## config.mk

```make
export PLATFORM = sky130hd
export DESIGN_NAME = dw2_11_gen
export DESIGN_NICKNAME = d
export VERILOG_FILES = /design/src/rtl/dw2_11_gen_pkg.sv /design/src/rtl/dw2_11_gen_mul.sv /design/src/rtl/dw2_11_gen.sv
export SDC_FILE = /design/constraint.sdc
export NUM_CORES = 1
export LEC_CHECK = 0
export ABC_AREA = 1
export ABC_CLOCK_PERIOD_IN_PS = 4400
export BUFFER_PORTS_ARGS = -buffer_cell sky130_fd_sc_hd__buf_2
export CORE_MARGIN = 2
export CORE_UTILIZATION = 32
export DETAILED_ROUTE_END_ITERATION = 7
export PLACE_DENSITY = 0.53
export SETUP_SLACK_MARGIN = 0.5
export SYNTH_ARGS = -nofsm -noshare
export SYNTH_HDL_FRONTEND = slang
export SYNTH_SLANG_ARGS = --single-unit
```

## constraint.sdc

```tcl
create_clock -name clk -period 4.4 [get_ports clk]
set_input_delay 0.44 -clock clk [delete_from_list [all_inputs] [get_ports clk]]
set_output_delay 0.44 -clock clk [all_outputs]
set_load 0.005 [all_outputs]
```

## src/rtl/dw2_11_gen_pkg.sv

```systemverilog
// Shared fixed-point constants and FSM state type for the w2_11 weight-delta
// writer. Q8.24 format: 32-bit signed, 24 fractional bits.
package dw2_11_gen_pkg;

  localparam int Q_DATA_W = 32;
  localparam int Q_FRAC_W = 24;

  localparam logic [31:0] SAT_MAX     = 32'h7FFF_FFFF;
  localparam logic [31:0] SAT_MIN     = 32'h8000_0000;
  localparam logic [31:0] ETA_DEFAULT = 32'h0080_0000;  // 0.5
  localparam logic [31:0] W2_11_INIT  = 32'h0019_9999;  // ~0.1

  typedef enum logic [2:0] {
    ST_IDLE,
    ST_INIT,
    ST_MUL1,
    ST_MUL2,
    ST_ISSUE
  } state_t;

endpackage

```

## src/rtl/dw2_11_gen_mul.sv

```systemverilog
// mul_q8_24_seq: radix-2 shift-add signed fixed-point multiplier.
// Ports:
//   clk, reset   rising-edge clock, synchronous active-high reset
//   go           load a/b and perform the first partial-product step
//   a, b         signed operands (DATA_W bits, FRAC_W fractional)
//   done         1-cycle pulse: p holds the finished product this cycle
//   p            product truncated to DATA_W bits (floor) and saturated
// The go edge consumes b[0]; DATA_W-1 further edges consume the remaining
// bits, so done is high exactly DATA_W cycles after go. A go while running
// restarts the multiply.
module mul_q8_24_seq
  import dw2_11_gen_pkg::*;
#(
  parameter int DATA_W = Q_DATA_W,
  parameter int FRAC_W = Q_FRAC_W
) (
  input  logic              clk,
  input  logic              reset,
  input  logic              go,
  input  logic [DATA_W-1:0] a,
  input  logic [DATA_W-1:0] b,
  output logic              done,
  output logic [DATA_W-1:0] p
);

  localparam int PROD_W = 2 * DATA_W;
  localparam int CNT_W  = $clog2(DATA_W + 1);
  localparam int HI_W   = DATA_W - FRAC_W + 1;

  localparam logic [DATA_W-1:0] P_MAX = {1'b0, {(DATA_W-1){1'b1}}};
  localparam logic [DATA_W-1:0] P_MIN = {1'b1, {(DATA_W-1){1'b0}}};

  logic signed [PROD_W-1:0] acc;
  logic signed [PROD_W-1:0] mcand;
  logic        [DATA_W-1:0] mplier;
  logic        [CNT_W-1:0]  remaining;
  logic signed [PROD_W-1:0] a_ext;
  logic signed [PROD_W-1:0] partial;
  logic        [HI_W-1:0]   hi;
  logic                     unused_low;

  assign a_ext   = {{DATA_W{a[DATA_W-1]}}, a};
  assign partial = mplier[0] ? mcand : '0;

  always_ff @(posedge clk) begin
    if (reset) begin
      acc       <= '0;
      mcand     <= '0;
      mplier    <= '0;
      remaining <= '0;
      done      <= 1'b0;
    end else if (go) begin
      acc       <= b[0] ? a_ext : '0;
      mcand     <= a_ext << 1;
      mplier    <= b >> 1;
      remaining <= CNT_W'(DATA_W - 1);
      done      <= 1'b0;
    end else if (remaining != '0) begin
      // Last step carries the two's-complement sign weight of b: subtract.
      if (remaining == CNT_W'(1))
        acc <= acc - partial;
      else
        acc <= acc + partial;
      mcand     <= mcand << 1;
      mplier    <= mplier >> 1;
      remaining <= remaining - CNT_W'(1);
      done      <= (remaining == CNT_W'(1));
    end else begin
      done <= 1'b0;
    end
  end

  // Discarded high bits plus the result sign bit must all agree, otherwise
  // the truncated value does not fit and is clamped.
  assign hi = acc[PROD_W-1 -: HI_W];

  always_comb begin
    p = acc[FRAC_W+DATA_W-1 : FRAC_W];
    if (!(hi == '0 || hi == '1))
      p = acc[PROD_W-1] ? P_MIN : P_MAX;
  end

  assign unused_low = ^acc[FRAC_W-1:0];

endmodule

```

## src/rtl/dw2_11_gen.sv

```systemverilog
// dw2_11_gen: writer side of the w2_11 weight register.
// Computes dw2_11 = -(ETA * delta2_1 * a1_1) in signed Q8.24 with one shared
// sequential multiplier used twice, then issues a 1-cycle update strobe.
// Ports:
//   clk, reset      rising-edge clock, synchronous active-high reset
//   init            request weight initialisation (select_initial strobe)
//   start           request one update computation
//   delta2_1, a1_1  signed operands, captured on an accepted start
//   busy            high from the cycle after accepted start to the strobe
//   dw2_11          weight delta, held between updates
//   select_initial  1-cycle strobe: register loads its initial value
//   select_update   1-cycle strobe: register adds dw2_11
module dw2_11_gen
  import dw2_11_gen_pkg::*;
#(
  parameter int                DATA_W = Q_DATA_W,
  parameter int                FRAC_W = Q_FRAC_W,
  parameter logic [DATA_W-1:0] ETA    = DATA_W'(ETA_DEFAULT)
) (
  input  logic              clk,
  input  logic              reset,
  input  logic              init,
  input  logic              start,
  input  logic [DATA_W-1:0] delta2_1,
  input  logic [DATA_W-1:0] a1_1,
  output logic              busy,
  output logic [DATA_W-1:0] dw2_11,
  output logic              select_initial,
  output logic              select_update
);

  localparam logic [DATA_W-1:0] NEG_MAX = {1'b0, {(DATA_W-1){1'b1}}};
  localparam logic [DATA_W-1:0] NEG_MIN = {1'b1, {(DATA_W-1){1'b0}}};

  state_t            state;
  logic              kick;
  logic [DATA_W-1:0] op_delta;
  logic [DATA_W-1:0] op_a1;
  logic              mul_go;
  logic [DATA_W-1:0] mul_a;
  logic [DATA_W-1:0] mul_b;
  logic              mul_done;
  logic [DATA_W-1:0] mul_p;

  function automatic logic [DATA_W-1:0] sat_neg(input logic [DATA_W-1:0] x);
    return (x == NEG_MIN) ? NEG_MAX : (~x + DATA_W'(1));
  endfunction

  // The second multiply starts on the same edge the first one finishes,
  // feeding the live product straight back as an operand so both passes fit
  // back-to-back without an idle cycle.
  always_comb begin
    mul_go = kick || (state == ST_MUL1 && mul_done);
    mul_a  = kick ? ETA      : mul_p;
    mul_b  = kick ? op_delta : op_a1;
  end

  mul_q8_24_seq #(
    .DATA_W (DATA_W),
    .FRAC_W (FRAC_W)
  ) u_mul (
    .clk   (clk),
    .reset (reset),
    .go    (mul_go),
    .a     (mul_a),
    .b     (mul_b),
    .done  (mul_done),
    .p     (mul_p)
  );

  always_ff @(posedge clk) begin
    if (reset) begin
      state          <= ST_IDLE;
      busy           <= 1'b0;
      dw2_11         <= '0;
      select_initial <= 1'b0;
      select_update  <= 1'b0;
      kick           <= 1'b0;
      op_delta       <= '0;
      op_a1          <= '0;
    end else begin
      kick           <= 1'b0;
      select_initial <= 1'b0;
      select_update  <= 1'b0;
      unique case (state)
        ST_IDLE: begin
          if (init) begin
            state          <= ST_INIT;
            select_initial <= 1'b1;
          end else if (start) begin
            state    <= ST_MUL1;
            op_delta <= delta2_1;
            op_a1    <= a1_1;
            kick     <= 1'b1;
            busy     <= 1'b1;
          end
        end
        ST_INIT: state <= ST_IDLE;
        ST_MUL1: begin
          if (mul_done) state <= ST_MUL2;
        end
        ST_MUL2: begin
          if (mul_done) begin
            state         <= ST_ISSUE;
            dw2_11        <= sat_neg(mul_p);
            select_update <= 1'b1;
          end
        end
        ST_ISSUE: begin
          state <= ST_IDLE;
          busy  <= 1'b0;
        end
        default: state <= ST_IDLE;
      endcase
    end
  end

endmodule

```

# Word level (Yosys, flattened, before mapping)
# Index checks and enable logic that the tools add are counted.
totals:
  regBits: 268
  inputBits: 68
  out_inout_bits: 35
  wordCells: 78
classes:
  addsub: 4
  n_eq_ne: 11
  mux: 27
  bitwise_logic: 5
  reduce_logical: 17
ops:
  columns: ["op", "n"]
  rows:
  - ["two-way mux 64 bit", 7]
  - ["two-way mux 32 bit", 5]
  - ["adder 64 bit", 1]
  - ["subtractor 64 bit", 1]
  - ["two-way mux 31 bit", 2]
  - ["adder 32 x 1 -> 32 bit (second input constant)", 1]
  - ["== test 32 bit (second input constant)", 1]
  - ["NOT 32 bit", 1]
  - ["two-way mux 3 bit", 4]
  - ["two-way mux 5 bit", 2]
  - ["== test 9 bit (second input constant)", 1]
  - ["logical NOT 9 bit", 1]
  - ["one-hot mux 3 bit (3 select lines)", 1]
  - ["AND reduction 3 bit", 3]
  - ["== test 3 x 2 -> 1 bit (second input constant)", 2]
  - ["== test 6 x 1 -> 1 bit (second input constant)", 1]
  - ["nonzero test 6 bit", 1]
  - ["OR reduction 2 bit", 3]
  - ["OR reduction 3 bit", 2]
  - ["subtractor 6 x 1 -> 6 bit (second input constant)", 1]
  - ["two-way mux 1 bit", 5]
  - ["inequality test 2 x 1 -> 1 bit (second input constant)", 2]
  - ["inequality test 2 bit (second input constant)", 2]
  - ["NOT 1 bit", 4]
  - ["other kinds (8)", 10]

# Logic depth before layout (Yosys ltp)
# Gate-level depths: netlist (run 1).
depth:
  ltp_word: 6
  depth_mapped: 30
  depth_no_buf: 29

# Hierarchy
# Synthesis (run 1) repeated with hierarchy kept, for this count alone.
hier_totals:
  cells_unflattened: 3329
  area_unflattened_um2: 20055.5
modules_own_cells:
  columns: ["module", "n_inst", "cells_per_inst", "area_each_um2", "seq_area_each_um2"]
  rows:
  - ["mul_q8_24_seq", 1, 2537, 14870.5, 3283.1]
  - ["dw2_11_gen", 1, 792, 5185.0, 2062.0]

# Worst setup path after synthesis (run 1)
# Ideal clock, no wire load.
synth_path:
  path_kind: "register to register"
  start: "reg u_mul.mplier[0]"
  end: "reg u_mul.acc[58]"
  setup_time_ns: 0.070
  arrival_ns: 3.324
  required_time_ns: 4.330
  slack_ns: 1.006
  stages_incl_launch_ff: 26
  path_buffers: 1
  synth_period_minus_slack_ns: 3.394
  path_cell_list: "dfxtp_1 buf_6 nand2_2 ha_1 nand3_1 nor2_1 inv_1 nor2_2 nand2_1 nor2_2 nand2_1 nor2_4 nand3b_1 o21ai_1 xor2_1 inv_1 ha_1 a21oi_1 a21boi_0 o21ai_0 o21bai_1 nor2_1 nand2_1 nand2_1 nand3_1 a21oi_1"
synth_between:
  elab_chain_len: 5
  word_cells_on_any_way: 6
  classes_between: "add/sub (2); mux (4)"
synth_lines:
  columns: ["element", "line", "source"]
  rows:
  - ["start, declared", "dw2_11_gen_mul.sv:35", "logic [DATA_W-1:0] mplier;"]
  - ["start signal, assigned", "dw2_11_gen_mul.sv:55", "mplier <= b >> 1;"]
  - ["start signal, assigned", "dw2_11_gen_mul.sv:65", "mplier <= mplier >> 1;"]
  - ["two-way mux 64 bit *", "dw2_11_gen_mul.sv:43", "assign partial = mplier[0] ? mcand : '0;"]
  - ["adder 64 bit / subtractor 64 bit (equally long branches)", "dw2_11_gen_mul.sv:63, dw2_11_gen_mul.sv:61", null]
  - ["two-way mux 64 bit *", "dw2_11_gen_mul.sv:60", "if (remaining == CNT_W'(1))"]
  - ["two-way mux 64 bit *", "dw2_11_gen_mul.sv:58", "end else if (remaining != '0) begin"]
  - ["two-way mux 64 bit *", "dw2_11_gen_mul.sv:52", "end else if (go) begin"]
  - ["end signal, assigned", "dw2_11_gen_mul.sv:53", "acc <= b[0] ? a_ext : '0;"]
  - ["end signal, assigned", "dw2_11_gen_mul.sv:61", "acc <= acc - partial;"]
  - ["end signal, assigned", "dw2_11_gen_mul.sv:63", "acc <= acc + partial;"]
  - ["end, declared", "dw2_11_gen_mul.sv:33", "logic signed [PROD_W-1:0] acc;"]
# Every way passes the cells marked *; elsewhere a longest branch is shown, timed or not. The select of a mux whose other input is x is not followed.
# A chain may end at the register's enable or synchronous reset.

# Worst setup path in the final report (run 1)
layout_path:
  start: "reg u_mul.mplier[0]"
  end: "reg u_mul.acc[49]"
# Same word-level chain as after synthesis.

==> summary.md, run 1 <==
| Metric | Value |
|---|---|
| Core area | 0.0576 mm^2 |
| Seq cells post-synth | 267 |
| First-pass GRT wire length | 104000 um |
| Post-layout nets | 3214 |
| Total congestion overflow | 0 |
| Clock Skews | 0.0239 ns |
| Vias in the first global route | 18169 |
| Max Cap Viol | 0 |
| Cell family with most CP delay | simple AND/OR/NAND/NOR gates |
| Yosys cell types | 55 |
| Comb power frac | 0.662 |
| Clock Latency Late Sink | 0.56 ns |
| Slowest Stage Delay on Critical Path | 0.42 ns |
| # setup viols final | 0 |
| Mapped cell area | 0.0186 mm^2 |
| Vias | 19681 |
| P_sw | 9510 uW |
| Area growth syn-to-layout | 21.5% |
| DIE HEIGHT | 245 um |
| Via density | 5.09 |
| Commonest non-fill, non-tap cell in the layout | nand2_1 |
| DR WL/cell | 17.8 um |
| CP max FO | 8 |
| Sequential Power Share | 0.177 |
| Fillers | 6289 |
| Rows | 88 |
| I/O pin total | 103 |
| Arrival time at the worst endpoint | 4.28 ns |
| Cts hold-fix bufs | 0 |
| CP Capture Type | flip-flop |
| Worst Path Buf+Inv | 1 |
| Most frequent cells in the layout | 704 x nand2_1, 376 x inv_1, 336 x o21ai_0 |
| Syn_area_per_cell | 6.22 um^2 |
| Maximum root-to-sink buffer count | 3 |
| Root buffer cell | clkbuf_16 |
| Post-place setup slack | 0.261 ns |
| Clk pwr share | 0.162 |
| Sequential-to-total area share from yosys stat | 0.287 |
| CP Class | flip-flop to flip-flop |
| Largest net degree at the start of global routing | 142 |
| HPWL Detailed | 50900 um |
| Antenna viol nets, final | 0 |
| CP max stage cell | dfxtp_4 |
| Pwr Density | 798 mW/mm^2 |
| Initial antenna violation count | 0 |
| WHS | 0.133 ns |
| Die area | 0.0601 mm^2 |
| RD Place Congestion | 0.944 |
| CTS Buf Count | 34 |
| Initial core utilization | 0.323 |
| CP startpoint kind | flip-flop |
| Final setup TNS | 0 ns |
| PortBufs | 102 |
| Pleak | 0.0101 uW |
| Slew Limit Headroom | 0.323 |
| Final min period | 3.79 ns |
| Htree depth | 2 |
| Fmax | 0.264 GHz |
| Antenna fix cells | 0 |
| Critical Path RT | 4.88 ns |
| Worst-Margin Slew | 1.02 ns |
| CTS tree | done |
| Gr usage total | 0.222 |
| Iteration count of the initial detailed-routing pass | 6 |
| DRC viols | 0 |
| Layout cells sized above 1 | 0.188 |
| Sw Ratio | 0.528 |
| EDFF count, synth | 0 |
| Width of the chip | 245 um |
| Ys Warns | 0 |
| Min-Delay Path Class | primary input to flip-flop |
| Final core utilization | 0.392 |
| Total power | 18000 uW |
| Syn Nets | 3127 |
| CTS clk-pin slew, worst paths | 0.06 ns |
| Routed Wire Length | 68700 um |
| Final worst path period share | 0.862 |
| Pins Over Slew Limit | 0 |
| VDD IR max | 0.384 mV |
| Fin. Hold Viols | 0 |
| Num Clock Sinks | 267 |
| DRT iter0 DRCs | 1435 |
| Ys flop type | dfxtp_1 |
| Crit-path cells | buf_6 -> nand2_2 -> nand2_1 -> nor2_4 -> nand4_4 -> nor2_4 -> nand3_4 -> o21ai_2 -> o21ai_0 -> xor2_1 -> ha_1 -> a21o_1 -> a21oi_2 -> o21ai_2 -> a21oi_2 -> nor2_1 -> nor2_1 -> nand2_1 -> nand2_1 -> nand3_2 -> a21oi_2 |
| Post-route setup slack | 0.606 ns |
| RSZ-0062 raised after global routing | true |
| Synth async-reset ratio | 0 |
| Int Power | 8510 uW |
| Synthesized netlist cell count | 2991 |
| Outcome | finished, final reports clean |
==> state kept, by name, summed over array words and instances, names as in the netlist <==
register,cells
select_initial,1
u_mul.mplier,31
state,3
dw2_11,32
kick,1
u_mul.mcand,63
select_update,1
u_mul.acc,63
busy,1
op_delta,32
u_mul.done,1
op_a1,32
u_mul.remaining,6
==> area by class of cell <==
cell class                      instances  area (um^2)  share of cell area
Clock inverter                         11          185             0.00819
Tap cell                              765          957              0.0424
Timing Repair Buffer                  175         1190              0.0528
Inverter                              398         1500              0.0662
Sequential cell                       267         5350               0.237
Multi-Input combinational cell       2202        12500               0.551
Clock buffer                           48          963              0.0426
==> synthesized netlist by cell type, types with 10 or more instances <==
master,instances,area (um^2)
nor3_1,24,120
o21ai_0,381,1910
nor2_2,17,106
buf_2,13,65.1
a31oi_1,31,194
clkbuf_1,95,357
xor2_1,87,762
a21oi_1,210,1050
nand3_1,113,566
a21oi_2,19,166
nor2_1,302,1130
o21bai_1,17,128
ha_1,68,851
o211ai_1,12,90.1
buf_6,10,113
dfxtp_1,267,5350
o221ai_1,28,245
xnor2_1,17,149
nand2_1,755,2830
nand4_1,20,125
nand2_2,25,156
o21ai_1,12,60.1
nand3b_1,13,97.6
inv_1,390,1460
==> stage by stage <==
step / cells / cell area [um^2]
after floorplan: 2991 / 18600
after global placement: 3782 / 20000
after detailed placement: 3782 / 20000
after CTS: 3848 / 21400
after global routing: 3866 / 22600
final: 3866 / 22600
==> worst paths after layout <==
kind | startpoint | to | slack (ns) | cells after the start
min | a1_1[31] | op_a1[31] | 0.13 | 3
min reg2reg | op_a1[2] | op_a1[2] | 0.45 | 2
max | u_mul.mplier[0] | u_mul.acc[49] | 0.61 | 21
max reg2reg | u_mul.mplier[0] | u_mul.acc[49] | 0.61 | 21
==> what timing repair did <==
action	CTS	global route
gates cloned	1	2
setup endpoints to repair	29	45
pin swaps	13	67
buffers inserted	6	16
gates resized for setup	57	308
==> power groups by stage <==
stage / sequential [uW] / clock, uW / combinational [uW]
6_report: 3180 / 2910 / 11900
3_5_place_dp: 3170 / 0 / 9990
4_1_cts: 3140 / 2970 / 10400
3_3_place_gp: 3170 / 0 / 10000
5_1_grt: 3220 / 3060 / 13000
2_1_floorplan: 3030 / 0 / 6810
==> cell families (layout without fill, tap and decap cells) <==
family / Yosys count / count (layout) / share of synthesized area
AOI/OAI and AO/OA: 746 / 746 / 0.223
DFF: 267 / 267 / 0.287
xor gates and xnor gates: 104 / 104 / 0.0490
and+or+nand+nor: 1284 / 1284 / 0.284
buffers and inverters: 522 / 632 / 0.110
adders and majority gates: 68 / 68 / 0.0457
==> worst register-to-register path, cell delays in order (launching register included) <==
cell and delay [ns]:
dfxtp_4 0.42, buf_6 0.17, nand2_2 0.08, nand2_1 0.09, nor2_4 0.14, nand4_4 0.15
nor2_4 0.16, nand3_4 0.12, o21ai_2 0.16, o21ai_0 0.12, xor2_1 0.34, ha_1 0.39
a21o_1 0.24, a21oi_2 0.19, o21ai_2 0.12, a21oi_2 0.20, nor2_1 0.07, nor2_1 0.14
nand2_1 0.08, nand2_1 0.08, nand3_2 0.11, a21oi_2 0.17
==> metal layers <==
layer / vias up / track usage / share of wire
li1: 9888 / - / -
met1: 9104 / 0.325 / 0.48
met2: 568 / 0.335 / 0.42
met3: 121 / 0.0318 / 0.063
met4: 0 / 0.0631 / 0.030
met5: - / 0 / 0
(Power assumes the default switching activity.)
==> inputs of run 2 (changes only) <==
- ABC_AREA: 1 -> 0
- CORE_UTILIZATION: 32 -> 53
- PLACE_DENSITY: 0.53 -> 0.77
==> run 2 against run 1 <==
Net effect:
- the run now ends with setup timing left
- routed wire length shrank 7.6%
- flip-flop and latch count is the same
- setup slack lost 1.4 ns
- global-route usage grew 15 points
- highest routed layer unchanged
==> summary.md, run 2 <==
| Metric | Value |
|---|---|
| Outcome | finished with violations |
| Failing checks | setup timing |
| Final core utilization | 0.710 |
| RD Place Congestion | 0.976 |
| Pwr Density | 1040 mW/mm^2 |
| Antenna viol nets, final | 0 |
| First-pass GRT wire length | 99800 um |
| Synth async-reset ratio | 0 |
| Root buffer cell | clkbuf_16 |
| Layout Cells excl Fill | 3235 |
| Most frequent cells in the layout | 388 x nand2_1, 371 x buf_4, 319 x a21oi_1 |
| Ys flop type | dfxtp_1 |
| CP startpoint kind | flip-flop |
| DR WL/cell | 19.6 um |
| Max Cap Viol | 0 |
| Slowest Stage Delay on Critical Path | 0.54 ns |
| Pleak | 0.00945 uW |
| Top-count cell post-synth | nand2_1 |
| Gr usage total | 0.370 |
| WHS | 0.0779 ns |
| Clock Skews | 0.0333 ns |
| # setup viols final | 42 |
| Worst-Margin Slew | 1.25 ns |
| Initial core utilization | 0.541 |
| Maximum root-to-sink buffer count | 3 |
| Mapped cell area | 0.0172 mm^2 |
| Yosys cell types | 86 |
| CP Class | flip-flop to flip-flop |
| Total congestion overflow | 0 |
| Synthesized netlist cell count | 2439 |
| Sequential-to-total area share from yosys stat | 0.311 |
| Layout cells sized above 1 | 0.252 |
| Setup crit start | u_mul.mcand[9] |
| CTS clk-pin slew, worst paths | 0.06 ns |
| Largest regs | u_mul.acc x63, u_mul.mcand x63 |
| Share of the synthesized area in the top cell type | 0.311 |
| Clk pwr share | 0.114 |
| Post-route setup slack | -0.844 ns |
| CTS tree | done |
| Num Clock Sinks | 267 |
| Largest net degree at the start of global routing | 117 |
| Cts hold-fix bufs | 0 |
| RSZ-0062 raised after global routing | true |
| Top cells by area, synth | dfxtp_1 31%, a21oi_1 10%, nand2_1 8.7% |
| Initial antenna violation count | 1 |
| CTS Buf Count | 30 |
| I/O pin total | 103 |
| Clock Latency Late Sink | 0.60 ns |
| Syn Nets | 2575 |
| Vias in the first global route | 18479 |
| Final worst path period share | 1.19 |
| Die area | 0.0339 mm^2 |
| Fin. Hold Viols | 0 |
| CP Capture Type | flip-flop |
| Via density | 6.10 |
| PortBufs | 102 |
| Area growth syn-to-layout | 31.2% |
| Reg2reg path depth | 20 |
| Sw Ratio | 0.473 |
| Final min period | 5.24 ns |
| Rows | 65 |
| Htree depth | 1 |
| Commonest non-fill, non-tap cell in the layout | nand2_1 |
| Width of the chip | 184 um |
| Comb power frac | 0.733 |
| P_sw | 11100 uW |
| Launch point of the worst reg-to-reg path | u_mul.mcand[9] |
| Fmax | 0.191 GHz |
| Syn_area_per_cell | 7.06 um^2 |
| Dpl cells | 3150 |
| VDD IR max | 0.577 mV |
| Ys Warns | 0 |
| Sequential Power Share | 0.153 |
| Pins Over Slew Limit | 0 |
| Iteration count of the initial detailed-routing pass | 5 |
| CP max FO | 4 |
| CP max stage cell | or4_4 |
| Synth top cells by count | 397 x nand2_1, 344 x a21oi_1, 300 x nor2_1 |
| Total power | 23500 uW |
| DIE HEIGHT | 184 um |
| Critical Path End | u_mul.acc[53] |
| DRC viols | 0 |
| Int Power | 12400 uW |
| Post-layout nets | 2912 |
| Routed Wire Length | 63500 um |
| R2r setup slk | -0.84 ns |
| HPWL Detailed | 44700 um |
| Largest area contributor in the netlist | dfxtp_1 |
| DRT iter0 DRCs | 2238 |
| Critical Path RT | 4.93 ns |
| Min-Delay Path Class | primary input to flip-flop |
| Crit-path cells | or4_4 -> nor4_4 -> or3b_4 -> nor3_4 -> o21ai_2 -> o31ai_2 -> xnor2_1 -> nand2_1 -> ha_4 -> and4_1 -> or3b_4 -> a2bb2oi_2 -> a21oi_1 -> nor3_2 -> nor3_2 -> a31oi_2 -> o31ai_2 -> a21oi_2 -> or4b_1 -> nand3_1 |
| Seq cells post-synth | 267 |
| EDFF count, synth | 0 |
| Slew Limit Headroom | 0.158 |
| Reg2reg end | u_mul.acc[53] |
| Vias | 19719 |
| Arrival time at the worst endpoint | 5.78 ns |
| Core area | 0.0318 mm^2 |
-- run 2: worst max-delay path: cells and delay by family, from the launching register on --
family	cells	cell delay [ns]
AOI/OAI and AO/OA	7	1.32
DFF	1	0.32
xor gates and xnor gates	1	0.16
adders and majority gates	1	0.30
and+or+nand+nor	11	3.07
-- run 2: power groups by stage --
| stage | sequential, uW | clock, uW | combinational (uW) |
|---|---|---|---|
| after floorplan | 3370 | 0 | 9270 |
| after global placement | 3540 | 0 | 14700 |
| after detailed placement | 3560 | 0 | 14900 |
| after CTS | 3520 | 2700 | 16200 |
| after global routing | 3610 | 2790 | 18500 |
| final | 3580 | 2680 | 17200 |
-- run 2: cell families after synthesis --
kind of cell | synth area share
AND/OR/NAND/NOR | 0.250
XOR/XNOR | 0.0595
buffers and inverters | 0.0467
multiplexers | 0.00313
adder cells (fa/ha/maj) | 0.0494
AO/OA/AOI/OAI | 0.281
flip-flops | 0.311
-- run 2: worst min-delay path by stage --
| stage | end | slack [ns] | start | cells after the start |
|---|---|---|---|---|
| 2_1_floorplan | op_delta[31] | 0.44 | op_delta[31] | 2 |
| 5_1_grt | op_delta[21] | 0.07 | delta2_1[21] | 3 |
| 4_1_cts | op_a1[0] | 0.06 | a1_1[0] | 3 |
| 3_5_place_dp | op_a1[29] | 0.45 | op_a1[29] | 2 |
| 6_report | op_delta[5] | 0.08 | delta2_1[5] | 3 |
| 3_3_place_gp | op_a1[29] | 0.44 | op_a1[29] | 2 |
-- run 2: timing repair --
item | 4_1_cts | 5_1_grt
pin swaps | 44 | 19
cloned | 0 | 0
setup endpoints to repair | 56 | 56
setup buffers | 21 | 8
resized for setup | 112 | 35
-- run 2: per-layer routing --
layer  global-route usage  wire length [um]  vias to the layer above
li1                     -                 -                     9326
met1                0.502             27100                     9274
met2                0.578             27800                      957
met3               0.0680              5920                      162
met4                0.152              2660                        0
met5                    0                 0                        -
-- run 2: layout make-up --
class                           instances  area (um^2)
Clock buffer                           39          845
Inverter                               29          109
Antenna cell                            1         2.50
Multi-Input combinational cell       1960        12000
Fill cell                            2604         9210
Clock inverter                         16          218
Tap cell                              435          544
Timing Repair Buffer                  488         3480
Sequential cell                       267         5350
-- run 2: metrics by stage --
stage          setup TNS (ns)  cell area (um^2)  setup WS, ns
4_1_cts                -13.68             22300        -0.699
2_1_floorplan           -3.25             17500        -0.413
3_3_place_gp           -12.06             20600        -0.666
6_report               -18.21             22600        -0.844
3_5_place_dp           -15.15             20600        -0.777
5_1_grt                -27.61             22600         -1.02
==> inputs of run 3 (changes only) <==
- SETUP_SLACK_MARGIN: 0.5 -> default
- SKIP_CTS_REPAIR_TIMING: default -> 1
==> run 3 against run 2 <==
Net effect:
- the run still ends with setup timing left
- utilization rose by 0.31 points
- cell count hardly changed
- setup slack lost 0.047 ns
- die area stayed put
- hold slack worse by 0.026 ns
- sequential share of layout area fell by 0.10 points
- fmax is 0.89% lower
- flip-flop and latch count unchanged
- clock skew increased by 0.011 ns
- clock power up 5%
- critical endpoint unchanged
- largest power group unchanged
==> summary.md, run 3 (synthesis gave the netlist of run 2 again) <==
| Metric | Value |
|---|---|
| Outcome | finished with violations |
| Failing checks | setup timing |
| CP Capture Type | flip-flop |
| Critical Path RT | 4.98 ns |
| Crit-path most repeated cell | nor3_4 |
| Reg2reg path depth | 22 |
| Num Clock Sinks | 267 |
| Grt peak-use layer | met2 |
| Sequential Power Share | 0.150 |
| RSZ-0062 raised after global routing | true |
| Clock Skews | 0.0448 ns |
| Fin. Hold Viols | 0 |
| Int Power | 12500 uW |
| HPWL Detailed | 44700 um |
| Layout cells sized above 1 | 0.254 |
| Antenna viol nets, final | 0 |
| Htree depth | 1 |
| Largest regs | u_mul.acc x63, u_mul.mcand x63 |
| Initial core utilization | 0.541 |
| Pleak | 0.00948 uW |
| Clock Latency Late Sink | 0.63 ns |
| Total congestion overflow | 0 |
| Core area | 0.0318 mm^2 |
| Worst-Margin Slew | 1.18 ns |
| CP max stage cell | or4_4 |
| Dpl cells | 3149 |
| Routing usage on met2 | 0.573 |
| Antenna fix cells | 0 |
| Met3 Track Usage GR | 0.0482 |
| Fmax | 0.189 GHz |
| DRC viols | 0 |
| Final worst path period share | 1.20 |
| Pins Over Slew Limit | 0 |
| Max Cap Viol | 0 |
| DR WL/cell | 19.6 um |
| RD Place Congestion | 1.01 |
| DRT iter0 DRCs | 2332 |
| VDD IR max | 0.450 mV |
| Root buffer cell | clkbuf_16 |
| CP max FO | 4 |
| Vias in the first global route | 18070 |
| Sw Ratio | 0.469 |
| Iteration count of the initial detailed-routing pass | 5 |
| Routed Wire Length | 63200 um |
| Rows | 65 |
| Maximum root-to-sink buffer count | 3 |
| Pwr Density | 1040 mW/mm^2 |
| Hold Path Depth | 3 |
| CP startpoint kind | flip-flop |
| Commonest non-fill, non-tap cell in the layout | nand2_1 |
| Number of cells on the critical path | 22 |
| Post-layout nets | 2909 |
| Gr usage total | 0.357 |
| Slew Limit Headroom | 0.213 |
| Initial antenna violation count | 1 |
| Final min period | 5.29 ns |
| Most frequent cells in the layout | 389 x nand2_1, 362 x buf_4, 316 x a21oi_1 |
| # setup viols final | 44 |
| CTS clk-pin slew, worst paths | 0.07 ns |
| Fillers | 2615 |
| I/O pin total | 103 |
| Width of the chip | 184 um |
| Arrival time at the worst endpoint | 5.87 ns |
| Via density | 6.09 |
| CTS tree | done |
| Die area | 0.0339 mm^2 |
| Post-route setup slack | -0.891 ns |
| PortBufs | 102 |
| First-pass GRT wire length | 96400 um |
| Clk pwr share | 0.119 |
| Vias | 19687 |
| P_sw | 11100 uW |
| CP Class | flip-flop to flip-flop |
| M1 GR Usage | 0.487 |
| Slowest Stage Delay on Critical Path | 0.55 ns |
| Cell family with most CP delay | simple AND/OR/NAND/NOR gates |
| Min-Delay Path Class | primary input to flip-flop |
| CTS Buf Count | 30 |
| DIE HEIGHT | 184 um |
| Area growth syn-to-layout | 31.8% |
| Largest net degree at the start of global routing | 107 |
| Total power | 23600 uW |
| Comb power frac | 0.731 |
| Layout Cells excl Fill | 3232 |
| Crit-path cells | or4_4 -> nor4_4 -> or3b_4 -> nor3_4 -> buf_4 -> buf_6 -> o21ai_4 -> o31ai_4 -> xnor2_1 -> nand2_1 -> ha_4 -> and4_1 -> or3b_4 -> a2bb2oi_2 -> a21oi_2 -> nor3_4 -> nor3_4 -> a31oi_4 -> o31ai_4 -> a21oi_2 -> or4b_1 -> nand3_2 |
| Worst Path Buf+Inv | 2 |
## run 3: changes by cell type in the layout (fill, tap and decap cells not counted), sizes merged
| cell | change |
|---|---|
| clkinvlp | -2 |
| clkinv | +1 |
| buf | -3 |
| bufinv | +2 |
| diode | -1 |
## run 3: worst paths after layout
| kind | from | end | slack [ns] |
|---|---|---|---|
| worst max-delay path | u_mul.mcand[9] | u_mul.acc[53] | -0.89 |
| worst min-delay path | delta2_1[24] | op_delta[24] | 0.05 |
| worst max register to register | u_mul.mcand[9] | u_mul.acc[53] | -0.89 |
| worst min register to register | op_delta[4] | op_delta[4] | 0.45 |
## run 3: per-stage QoR
stage	setup TNS (ns)	hold slack, ns	util	setup WS [ns]	cell area, um^2
4_1_cts	-19.60	0.0418	0.680	-0.787	21600
3_3_place_gp	-15.54	0.443	0.645	-0.733	20500
5_1_grt	-28.87	0.0454	0.713	-1.04	22700
2_1_floorplan	-3.01	0.436	-	-0.413	17400
3_5_place_dp	-17.83	0.447	0.645	-0.770	20500
6_report	-21.21	0.0518	0.713	-0.891	22700
## run 3: per-layer routing
layer,vias to the layer above,part of all wire
li1,9297,-
met1,9181,0.42
met2,1029,0.45
met3,178,0.096
met4,2,0.039
met5,-,0.00021
## run 3: worst min-delay path, stage by stage
cell	delay, ns
buf_2	0.09
nand2_1	0.04
a21oi_1	0.05
## run 3: layout make-up
type                            count  area, um^2  area share
Multi-Input combinational cell   1960       12100       0.531
Sequential cell                   267        5350       0.236
Timing Repair Buffer              485        3520       0.155
Clock buffer                       39         835      0.0368
Tap cell                          435         544      0.0240
Clock inverter                     17         268      0.0118
Inverter                           29         109     0.00480
## run 3: power by group through the flow
stage	Sequential, uW	Combinational, uW	Clock (uW)
after floorplan	3370	9120	0
after global placement	3510	14400	0
after detailed placement	3530	14700	0
after CTS	3480	14800	2820
after global routing	3580	18500	2920
final	3540	17300	2810
